$ cat src/rtl/tgl_rx_pkg.sv
// rtl/tgl_rx_pkg.sv - shared types and default widths for the toggle handshake receiver
package tgl_rx_pkg;

  typedef enum logic {
    IDLE = 1'b0,
    WAIT = 1'b1
  } tgl_rx_state_t;

  localparam int TGL_RX_DW    = 8;
  localparam int TGL_RX_CNT_W = 8;

endpackage

$ cat src/rtl/tgl_sync.sv
// rtl/tgl_sync.sv - multi-flop synchronizer for the request toggle plus change detector
module tgl_sync #(
  parameter int SYNC_STAGES = 2
) (
  input  logic clk,
  input  logic rst,
  input  logic i_tgl,
  output logic o_sync_out,
  output logic o_edge
);

  logic [SYNC_STAGES-1:0] r_sync;
  logic                   r_prev;

  // r_prev follows the synchronized level every cycle, so a change is flagged for exactly one cycle
  always_ff @(posedge clk) begin
    if (rst) begin
      r_sync <= '0;
      r_prev <= 1'b0;
    end else begin
      r_sync <= {r_sync[SYNC_STAGES-2:0], i_tgl};
      r_prev <= r_sync[SYNC_STAGES-1];
    end
  end

  assign o_sync_out = r_sync[SYNC_STAGES-1];
  assign o_edge     = r_sync[SYNC_STAGES-1] ^ r_prev;

endmodule

$ cat src/rtl/toggle_hs_rx.sv
// rtl/toggle_hs_rx.sv - two-phase handshake receiver presenting words on a valid/ready port
// Define TGLRX_OVRCNT_EN to add the saturating ovr_cnt dropped-word counter.
module toggle_hs_rx
  import tgl_rx_pkg::*;
#(
  parameter int DW          = TGL_RX_DW,
  parameter int SYNC_STAGES = 2,
  parameter int CNT_W       = TGL_RX_CNT_W
) (
  input  logic             clk,
  input  logic             rst,
  input  logic             req_tgl,
  input  logic [DW-1:0]    req_data,
  input  logic             out_ready,
  output logic             out_valid,
  output logic [DW-1:0]    out_data,
  output logic             ack_tgl,
  output logic [CNT_W-1:0] evt_cnt,
  output logic             ovr_err
`ifdef TGLRX_OVRCNT_EN
  ,
  output logic [CNT_W-1:0] ovr_cnt
`endif
);

  localparam logic [CNT_W-1:0] CNT_ONE = CNT_W'(1);

  tgl_rx_state_t    r_state;
  logic             r_out_valid;
  logic [DW-1:0]    r_out_data;
  logic             r_ack_tgl;
  logic [CNT_W-1:0] r_evt_cnt;
  logic             r_ovr_err;
  logic             w_edge;
  logic             w_sync_out_unused;

  tgl_sync #(
    .SYNC_STAGES(SYNC_STAGES)
  ) u_sync (
    .clk       (clk),
    .rst       (rst),
    .i_tgl     (req_tgl),
    .o_sync_out(w_sync_out_unused),
    .o_edge    (w_edge)
  );

`ifdef TGLRX_OVRCNT_EN
  logic [CNT_W-1:0] r_ovr_cnt;

  always_ff @(posedge clk) begin
    if (rst) begin
      r_ovr_cnt <= '0;
    end else if (r_state == WAIT && w_edge && r_ovr_cnt != '1) begin
      r_ovr_cnt <= r_ovr_cnt + CNT_ONE;
    end
  end

  assign ovr_cnt = r_ovr_cnt;
`endif

  always_ff @(posedge clk) begin
    if (rst) begin
      r_state     <= IDLE;
      r_out_valid <= 1'b0;
      r_out_data  <= '0;
      r_ack_tgl   <= 1'b0;
      r_evt_cnt   <= '0;
      r_ovr_err   <= 1'b0;
    end else begin
      case (r_state)
        IDLE: begin
          if (w_edge) begin
            r_out_data  <= req_data;
            r_out_valid <= 1'b1;
            r_state     <= WAIT;
          end
        end
        WAIT: begin
          // A new request before our ack is dropped; the held word is left untouched
          if (w_edge) begin
            r_ovr_err <= 1'b1;
          end
          if (r_out_valid && out_ready) begin
            r_out_valid <= 1'b0;
            r_ack_tgl   <= ~r_ack_tgl;
            r_evt_cnt   <= r_evt_cnt + CNT_ONE;
            r_state     <= IDLE;
          end
        end
        default: r_state <= IDLE;
      endcase
    end
  end

  assign out_valid = r_out_valid;
  assign out_data  = r_out_data;
  assign ack_tgl   = r_ack_tgl;
  assign evt_cnt   = r_evt_cnt;
  assign ovr_err   = r_ovr_err;

endmodule

$ cat config.mk
export PLATFORM = sky130hd
export DESIGN_NAME = toggle_hs_rx
export DESIGN_NICKNAME = d
export VERILOG_FILES = /design/src/rtl/tgl_rx_pkg.sv /design/src/rtl/tgl_sync.sv /design/src/rtl/toggle_hs_rx.sv
export SDC_FILE = /design/constraint.sdc
export NUM_CORES = 1
export LEC_CHECK = 0
export CORE_MARGIN = 2
export CORE_UTILIZATION = 35
export DETAILED_ROUTE_END_ITERATION = 7
export PLACE_DENSITY = 0.67
export SETUP_SLACK_MARGIN = 0.02
export SKIP_LAST_GASP = 1
export SYNTH_ARGS = -nofsm -noshare
export SYNTH_HDL_FRONTEND = slang
export SYNTH_SLANG_ARGS = --single-unit
$ cat constraint.sdc
create_clock -name clk -period 1.23 [get_ports clk]
set_input_delay 0.246 -clock clk [delete_from_list [all_inputs] [get_ports clk]]
set_output_delay 0.246 -clock clk [all_outputs]
set_load 0.1 [all_outputs]
==> results.toml <==
[run_status]
status = "finished, violations left"
violations = "setup timing"

[yosys]
synth_compound_area_share_pct = 17.5
synthAdderAreaFrac_pct = 1.44
ys_warn_count = 0
ys_ff_latch = 23
synth_top_family_by_area = "simple AND/OR/NAND/NOR gates"
yosys.area_share.simple_pct = 18.4
yosysTopAreaCellShare_pct = 52.9
synth_area_um2 = 871
syn_area_per_cell_um2 = 9.17
syn_nets = 108
netlist_instances = 95
synth_cell_types = 21
yosys-mux-area-fraction_pct = 1.15
ys_seq_area_share_pct = 52.9
yosys-top-cells-area = "dfxtp_1, a21oi_1, o21ai_0"
synth_top_area_cell = "dfxtp_1"
synth_xor_area_share_pct = 5.03

[sta]
setup_tns_ps = -65.7
period_minus_slack_ps = 1250
finClkSkew_ps = 3.85
slew-limit-headroom_pct = 76.0
worst_pin_slew_ps = 358
hold_viol = 0
rsz0062_at_grt = "yes"
setup_viol = 5
drv_slew = 0
fin_crit_sh_pct = 102
worst_slack_ps = -19.4
fmax_mhz = 800

[clocking]
clk_latency_ps = 310
clk_pin_slew_ps = 120
numCtsBuffers = 3
cts_tree = "done"
clockBufferDepth = 2
clock_sinks = 23
cts_hold_buf = 0
root_buffer = "clkbuf_4"
h-tree-depth = 1

[global_routing]
grt_pass1_vias = 788
grt_pass1_wl_um = 3440
antenna_found_initial = 0
grt_max_degree = 24
grt.overflow.total = 0
track_usage_pct = 16.6

[die]
initial_core_util_pct = 36.1
rows = 18
die_width_um = 53.9
die-area_um2 = 2900
core_area_um2 = 2410
die_y_um = 53.9
io_pins = 31

[power_and_ir_drop]
ir_drop_mv = 0.684
p_leak_nw = 0.617
power.density_nw_per_um2 = 889

[worst_setup_path]
slowest_delay_ps = 400
cp_top_family = "flip-flops"
worstPathRequired_ps = 980
crit_type = "flip-flop to output port"
crit_buf_inv = 2
start_kind = "flip-flop"
crit_chain = "buf_4, buf_12"
cp_slowest_cell = "dfxtp_4"
endpoint_kind = "output port"
cp_max_fo = 4
arrival_ps = 1000

[place]
io_buffer_count = 30
place_area_um2 = 1530
dp_hpwl_um = 1560
gp_congestion = 0.737

[detailed_routing]
vias = 886
postRouteAntennaNets = 0
drt_iter0_drc = 11
met3_length_um = 88
wl_met1_um = 947
met2_length_um = 1140
drc_errors = 0
vias_per_cell = 5.12
wirelength_um = 2220
wl_per_cell_um = 12.8
drt_pass1_iterations = 4
top_layer = "met4"

[hold_path]
worst_hold_path_type = "flip-flop to flip-flop"

[job]
maxCapViolations = 0

[cells_and_area]
num-nets-final = 157
n_fill_cell = 166
postLayoutCellArea_um2 = 1650
n_antenna_cell = 0
layout_commonest_cell = "buf_12"
syn2layout_area_growth_pct = 88.9
final_cell_mix = "buf_12, buf_4, a21oi_1"
drive_above_1_share_pct = 46.9
==> power by group <==
part | internal, mW | switching, mW
Clock | 0.122 | 0.228
Combinational | 0.141 | 0.193
Sequential | 0.756 | 0.0232
Total | 1.02 | 0.444
==> state kept, by name, indices dropped and copies added (netlist names) <==
signal / count
u_sync.r_prev: 1
evt_cnt: 8
out_data: 8
ack_tgl: 1
ovr_err: 1
r_state: 1
out_valid: 1
u_sync.r_sync: 2
==> per-layer routing <==
metal | vias up | GRT usage, %
li1 | 437 | -
met1 | 425 | 20.9
met2 | 19 | 26.8
met3 | 5 | 3.33
met4 | 0 | 8.55
met5 | - | 0
==> worst paths after layout <==
check	slack [ps]	startpoint	to	cells past startpoint
max reg2reg	-20	evt_cnt[1]	evt_cnt[6]	4
max	-20	evt_cnt[0]	evt_cnt[0]	2
min	450	u_sync.r_sync[0]	u_sync.r_sync[1]	1
min reg2reg	450	u_sync.r_sync[0]	u_sync.r_sync[1]	1
==> what timing repair did <==
item | CTS | global route
setup endpoints to repair | 9 | 11
pin swaps | 1 | 1
setup buffers | 4 | 3
resized for setup | 6 | 3
==> cell families after synthesis <==
logic type	after synthesis
AOI/OAI and AO/OA	29
xor gates and xnor gates	5
adders and majority gates	1
buffers and inverters	6
DFF	23
muxes	1
and+or+nand+nor	30
==> cell type report <==
cell class | count | area (um2) | share of cell area [%]
Clock inverter | 1 | 5.00 | 0.304
Clock buffer | 3 | 22.5 | 1.37
Tap cell | 30 | 37.5 | 2.28
Timing Repair Buffer | 49 | 659 | 40.1
Multi-Input combinational cell | 66 | 413 | 25.1
Sequential cell | 23 | 504 | 30.6
Inverter | 1 | 3.75 | 0.228
==> worst reg2reg max path, cell delays in order, from the launching register on <==
cell	delay, ps
dfxtp_4	400
ha_4	130
nand4_1	170
or3_1	360
a21oi_1	130
==> metrics by stage <==
stage          utilization [%]  setup WS (ps)  instances  hold WS, ps  power (mW)
5_1_grt                   68.3          -95.8        173          461        1.53
2_1_floorplan                -           -153         95          318       0.965
3_3_place_gp              63.7           -326        162          418        1.11
6_report                  68.3          -19.4        173          454        1.46
4_1_cts                   66.8          -38.9        170          454        1.47
3_5_place_dp              63.7           -345        162          434        1.12
==> synth_stat cells <==
master	instances
a21oi_1	14
a22oi_1	1
buf_2	1
buf_6	1
clkbuf_1	3
clkinv_1	1
dfxtp_1	23
ha_1	1
mux2i_1	1
nand2_1	2
nand3_1	9
nand3_2	1
nand4_1	3
nor2_1	7
nor2b_1	3
o21ai_0	12
o31ai_1	2
or3_1	3
or4_1	2
xnor2_1	1
xor2_1	4
Note: power is estimated with default switching activity, not from simulation.
